--- src/rtl/regfile_dump_ctrl.sv ---
// rtl/regfile_dump_ctrl.sv - register-file read-port arbiter that stalls the CPU and streams r0..rN-1 out
module regfile_dump_ctrl #(
    parameter int NUM_REGS    = 13,
    parameter int ADDR_W      = 5,
    parameter int DATA_W      = 32,
    parameter int AUTO_CYCLES = 25
) (
    input  logic              clk_i,
    input  logic              rst_i,
    input  logic              dump_req_i,
    input  logic [ADDR_W-1:0] cpu_rs_addr_i,
    output logic [DATA_W-1:0] cpu_rs_data_o,
    output logic [ADDR_W-1:0] rf_addr_o,
    input  logic [DATA_W-1:0] rf_data_i,
    output logic              cpu_stall_o,
    output logic              dump_valid_o,
    input  logic              dump_ready_i,
    output logic [ADDR_W-1:0] dump_idx_o,
    output logic [DATA_W-1:0] dump_data_o,
    output logic              dump_last_o,
    output logic              done_o
);

    typedef enum logic [2:0] {
        S_IDLE,
        S_STALL,
        S_READ,
        S_SEND,
        S_DONE
    } state_t;

    localparam logic [ADDR_W-1:0] LAST_IDX = ADDR_W'(NUM_REGS - 1);
    localparam logic [31:0]       AUTO_LIM = 32'(AUTO_CYCLES);

    state_t            state;
    state_t            state_nx;
    logic [ADDR_W-1:0] idx;
    logic [DATA_W-1:0] data_q;
    logic [31:0]       cycle_cnt;
    logic              auto_fired;
    logic              auto_hit;
    logic              trigger;
    logic              beat_ok;
    logic              at_last;

    // The auto trigger is consumed even when the FSM is busy, so it can fire at most once per reset.
    assign auto_hit = (AUTO_CYCLES != 0) && (cycle_cnt == AUTO_LIM - 32'd1) && !auto_fired;
    assign trigger  = dump_req_i || auto_hit;
    assign beat_ok  = (state == S_SEND) && dump_ready_i;
    assign at_last  = (idx == LAST_IDX);

    always_ff @(posedge clk_i) begin
        if (!rst_i) begin
            state      <= S_IDLE;
            idx        <= '0;
            data_q     <= '0;
            cycle_cnt  <= '0;
            auto_fired <= 1'b0;
        end else begin
            state <= state_nx;
            if (cycle_cnt != AUTO_LIM) begin
                cycle_cnt <= cycle_cnt + 32'd1;
            end
            if (auto_hit) begin
                auto_fired <= 1'b1;
            end
            case (state)
                S_IDLE:  if (trigger) idx <= '0;
                S_READ:  data_q <= rf_data_i;
                S_SEND:  if (beat_ok && !at_last) idx <= idx + 1'b1;
                default: ;
            endcase
        end
    end

    always_comb begin
        state_nx = state;
        case (state)
            S_IDLE:  if (trigger) state_nx = S_STALL;
            S_STALL: state_nx = S_READ;
            S_READ:  state_nx = S_SEND;
            S_SEND:  if (beat_ok) state_nx = at_last ? S_DONE : S_READ;
            S_DONE:  state_nx = S_IDLE;
            default: state_nx = S_IDLE;
        endcase
    end

    // Outside IDLE the CPU sees zeros and the RF port belongs to the dump sequencer.
    assign cpu_stall_o   = (state != S_IDLE);
    assign rf_addr_o     = (state == S_IDLE) ? cpu_rs_addr_i : idx;
    assign cpu_rs_data_o = (state == S_IDLE) ? rf_data_i : '0;
    assign dump_valid_o  = (state == S_SEND);
    assign dump_idx_o    = dump_valid_o ? idx : '0;
    assign dump_data_o   = dump_valid_o ? data_q : '0;
    assign dump_last_o   = dump_valid_o && at_last;
    assign done_o        = (state == S_DONE);

endmodule

--- config.mk ---
export PLATFORM = sky130hd
export DESIGN_NAME = regfile_dump_ctrl
export DESIGN_NICKNAME = d
export VERILOG_FILES = /design/src/rtl/regfile_dump_ctrl.sv
export SDC_FILE = /design/constraint.sdc
export NUM_CORES = 1
export LEC_CHECK = 0
export ABC_AREA = 1
export CAP_MARGIN = 15
export CORE_MARGIN = 10
export CORE_UTILIZATION = 49
export CTS_BUF_LIST = sky130_fd_sc_hd__clkbuf_4 sky130_fd_sc_hd__clkbuf_8
export CTS_CLUSTER_SIZE = 40
export DETAILED_ROUTE_END_ITERATION = 16
export PLACE_DENSITY = 0.83
export SETUP_SLACK_MARGIN = 0.02
export SYNTH_ARGS = -nofsm -noshare
export SYNTH_HDL_FRONTEND = slang
export SYNTH_SLANG_ARGS = --single-unit
--- constraint.sdc ---
create_clock -name clk_i -period 1.8 [get_ports clk_i]
set_clock_uncertainty 0.05 [all_clocks]
set_input_delay 0.27 -clock clk_i [delete_from_list [all_inputs] [get_ports clk_i]]
set_output_delay 0.27 -clock clk_i [all_outputs]
set_load 0.01 [all_outputs]
==> summary.txt <==
========================================================================================================
Result of the run                                                                              completed
Core Util, Final                                                                                  69.54%
Slew of the pin with the lowest slew margin                                                     350.7 ps
Final clock period utilization by the worst path                                                  98.77%
DR vias/cell                                                                                       5.031
Met2 global-route usage                                                                           34.67%
Hpwl dp                                                                                          9012 µm
Average cell area after synthesis                                                              6.441 µm²
Number of nets in the layout                                                                         799
Area occupied by multi-input gates                                                              2053 µm²
Last weighted congestion value of the routability-driven placer                                   0.9229
Sinks on the clock net                                                                                73
Number of flops mapped to enable cells by yosys                                                        0
Total overflow reported by the global router                                                           0
Main combinational cell family by area after synthesis                                      simple AND/OR/NAND/NOR gates
Count of hold buffers inserted by post-cts repair                                                      0
Count of final max-slew check failures                                                                 0
Max-capacitance violation count                                                                        0
Area of the core region                                                                         7807 µm²
Source-to-sink clock delay at the later pin of the worst-skew pair                                350 ps
Number of I/O port buffers                                                                           118
PnR Total Power                                                                                 3.900 mW
Netlist Area Pre-Place                                                                          3955 µm²
Timing-limited maximum frequency                                                               562.5 MHz
Initial Util                                                                                      50.66%
Via count of the first global-routing pass                                                          4316
Most used routing layer in global routing                                                           met2
Element type at the critical path end                                                       primary output
Height of the die                                                                               109.8 µm
All-Layer GR Usage                                                                                20.09%
Count of fill cells added during filler insertion                                                    658
Mux contribution to synthesized area                                                                  0%
Post-synthesis xor/xnor area fraction                                                            0.8858%
Required time of the critical path                                                               1480 ps
H-Tree Level Count                                                                                     3
Row Count                                                                                             32
Power density over cell area                                                                718.3 nW/µm²
Portion of the post-synthesis area used by sequential elements                                    36.95%
Number of inserted diodes                                                                              0
Final antenna-violating net count                                                                      0
Warnings from Yosys                                                                                    0
Maximum VDD drop                                                                               0.5369 mV
Number of hold violations in the final report                                                          0
TritonCTS clock tree                                                                                done
Simple-gate portion of the synthesized area                                                       31.73%
Post-route worst hold slack                                                                     405.5 ps
Top FF cell, synth                                                                               dfxtp_1
Count of different cell masters after synthesis                                                       36
Share of flip-flops with an asynchronous set or reset after synthesis                                 0%
DR WL/cell                                                                                      14.06 µm
Adder-cell share of the synthesized area                                                          1.582%
Total I/O pin count                                                                                  119
Antenna violations before repair                                                                       0
Total clock buffers created by CTS                                                                     9
Pin count of the biggest net entering global routing                                                  65
Count of TritonRoute iterations in the first routing pass                                              5
Post-Place Worst Slack                                                                         -60.39 ps
Leak                                                                                            2.420 nW
Number of cells produced by synthesis                                                                614
Area added between synthesis and finish                                                           37.27%
Fraction of final layout cells with drive strength greater than 1                                 25.20%
Shortest period the worst path allows                                                            1778 ps
Wire length reported by the detailed router                                                     12090 µm
Met1 global-route usage                                                                           20.33%
Tightest Hold Check Type                                                                      reg -> reg
Max-slew headroom                                                                                 76.41%
Kind of critical path                                                                         reg -> out
Worst EP arrival                                                                                 1460 ps
Critical path peak fanout                                                                             17
Setup Viol. Count Final                                                                                0
Met3 track demand over resource                                                                   11.64%
Wire length of the first global-routing pass                                                    19560 µm
Final worst-path setup slack                                                                    22.22 ps
Max Buffers Root-to-Sink                                                                               2
Overall via count from detail_route                                                                 4327
Root Buffer Master                                                                              clkbuf_8
Drt initial violations                                                                               173
Area of the die                                                                                12060 µm²
Unrepaired setup endpoints after global routing                                                      yes
CP startpoint kind                                                                             flip-flop
Number of nets in the synthesized netlist                                                            660
Die X                                                                                           109.8 µm
Post-CTS clock slew at the launch and capture registers of the worst setup and hold paths          70 ps
Setup TNS                                                                                           0 ps
Post-synthesis sequential element count                                                               73
Post-synthesis compound-gate area fraction                                                        14.81%
Drc violations                                                                                         0
Area taken by flip-flops and latches                                                            1475 µm²
========================================================================================================
per-stage QoR:
step                      cells  instance area, µm²
after floorplan             614                3955
after global placement      837                5389
after detailed placement    837                5389
after CTS                   855                5400
after global routing        860                5429
final                       860                5429
report_power, final:
part	internal [mW]	switching, mW	total, mW
Clock	0.695	0.642	1.34
Combinational	0.375	0.461	0.836
Sequential	1.69	0.0355	1.73
logic make-up after synthesis:
group,after synthesis
AND/OR/NAND/NOR,278
adder cells (fa/ha/maj),5
flip-flops,73
XOR/XNOR,4
AO/OA/AOI/OAI,114
buffers and inverters,140
sequential cells by signal, summed over array words and instances (netlist names):
name / count
cycle_cnt: 32
data_q: 32
idx: 5
state: 3
auto_fired: 1
final timing paths:
check | cells past startpoint | slack, ps | startpoint | to
worst min register to register | 2 | 410 | data_q[26] | data_q[26]
worst max-delay path | 7 | 20 | state[2] | cpu_rs_data_o[20]
worst min-delay path | 2 | 410 | data_q[26] | data_q[26]
worst max register to register | 11 | 140 | state[2] | idx[4]
synth_stat cells (all sizes together), types with 2 or more instances:
cell	n	share of area (%)
nor2	131	14
inv	117	11
nand2	98	10
dfxtp	73	37
a21oi	57	7.2
o21ai	52	6.7
nand3	20	3.2
clkbuf	13	1.5
nor3	13	2.1
nand4	10	1.6
buf	9	1.4
ha	5	1.6
nor3b	3	0.70
xor2	3	0.66
o211ai	2	0.38
o21a	2	0.38
or2	2	0.32
placed cells by master (no fill, tap or decap), types with 4 or more instances in the layout:
cell,count
buf_12,4
nand2_1,84
clkdlybuf4s50_1,40
clkbuf_8,10
o21ai_0,47
nor2_1,107
dfxtp_1,68
o21ai_2,4
nand4_1,10
nor2_2,17
nor3_1,11
ha_1,4
buf_4,24
clkbuf_2,37
inv_1,108
nand3_1,15
nand2_2,10
nor2_4,7
a21oi_1,57
buf_2,40
nand2_4,4
inv_2,7
worst max-delay path: stages (launching register included):
cell and delay (ps):
dfxtp_2 340, inv_4 70, nand2_4 60, nor2_4 160
inv_4 70, buf_12 150, nor2_1 110, buf_2 150
routing by layer:
layer / part of all wire (%) / wire length (µm)
met1: 36 / 4354
met2: 50 / 6064
met3: 12 / 1472
met4: 1.7 / 200
met5: 0 / 0
layout make-up:
type	count	area share (%)
clock inverters	6	1.360
flip-flops and latches	73	27.17
repair buffers	150	20.51
clock buffers	10	2.535
inverters	118	8.251
multi-input cells	401	37.82
well taps	102	2.351
what timing repair did:
| action | CTS | global route |
|---|---|---|
| gates cloned | 0 | 3 |
| pin swaps | 0 | 6 |
| gates resized for setup | 211 | 115 |
| buffers inserted | 2 | 3 |
| setup endpoints to repair | 78 | 92 |
Power figures use the tool's default switching activity.
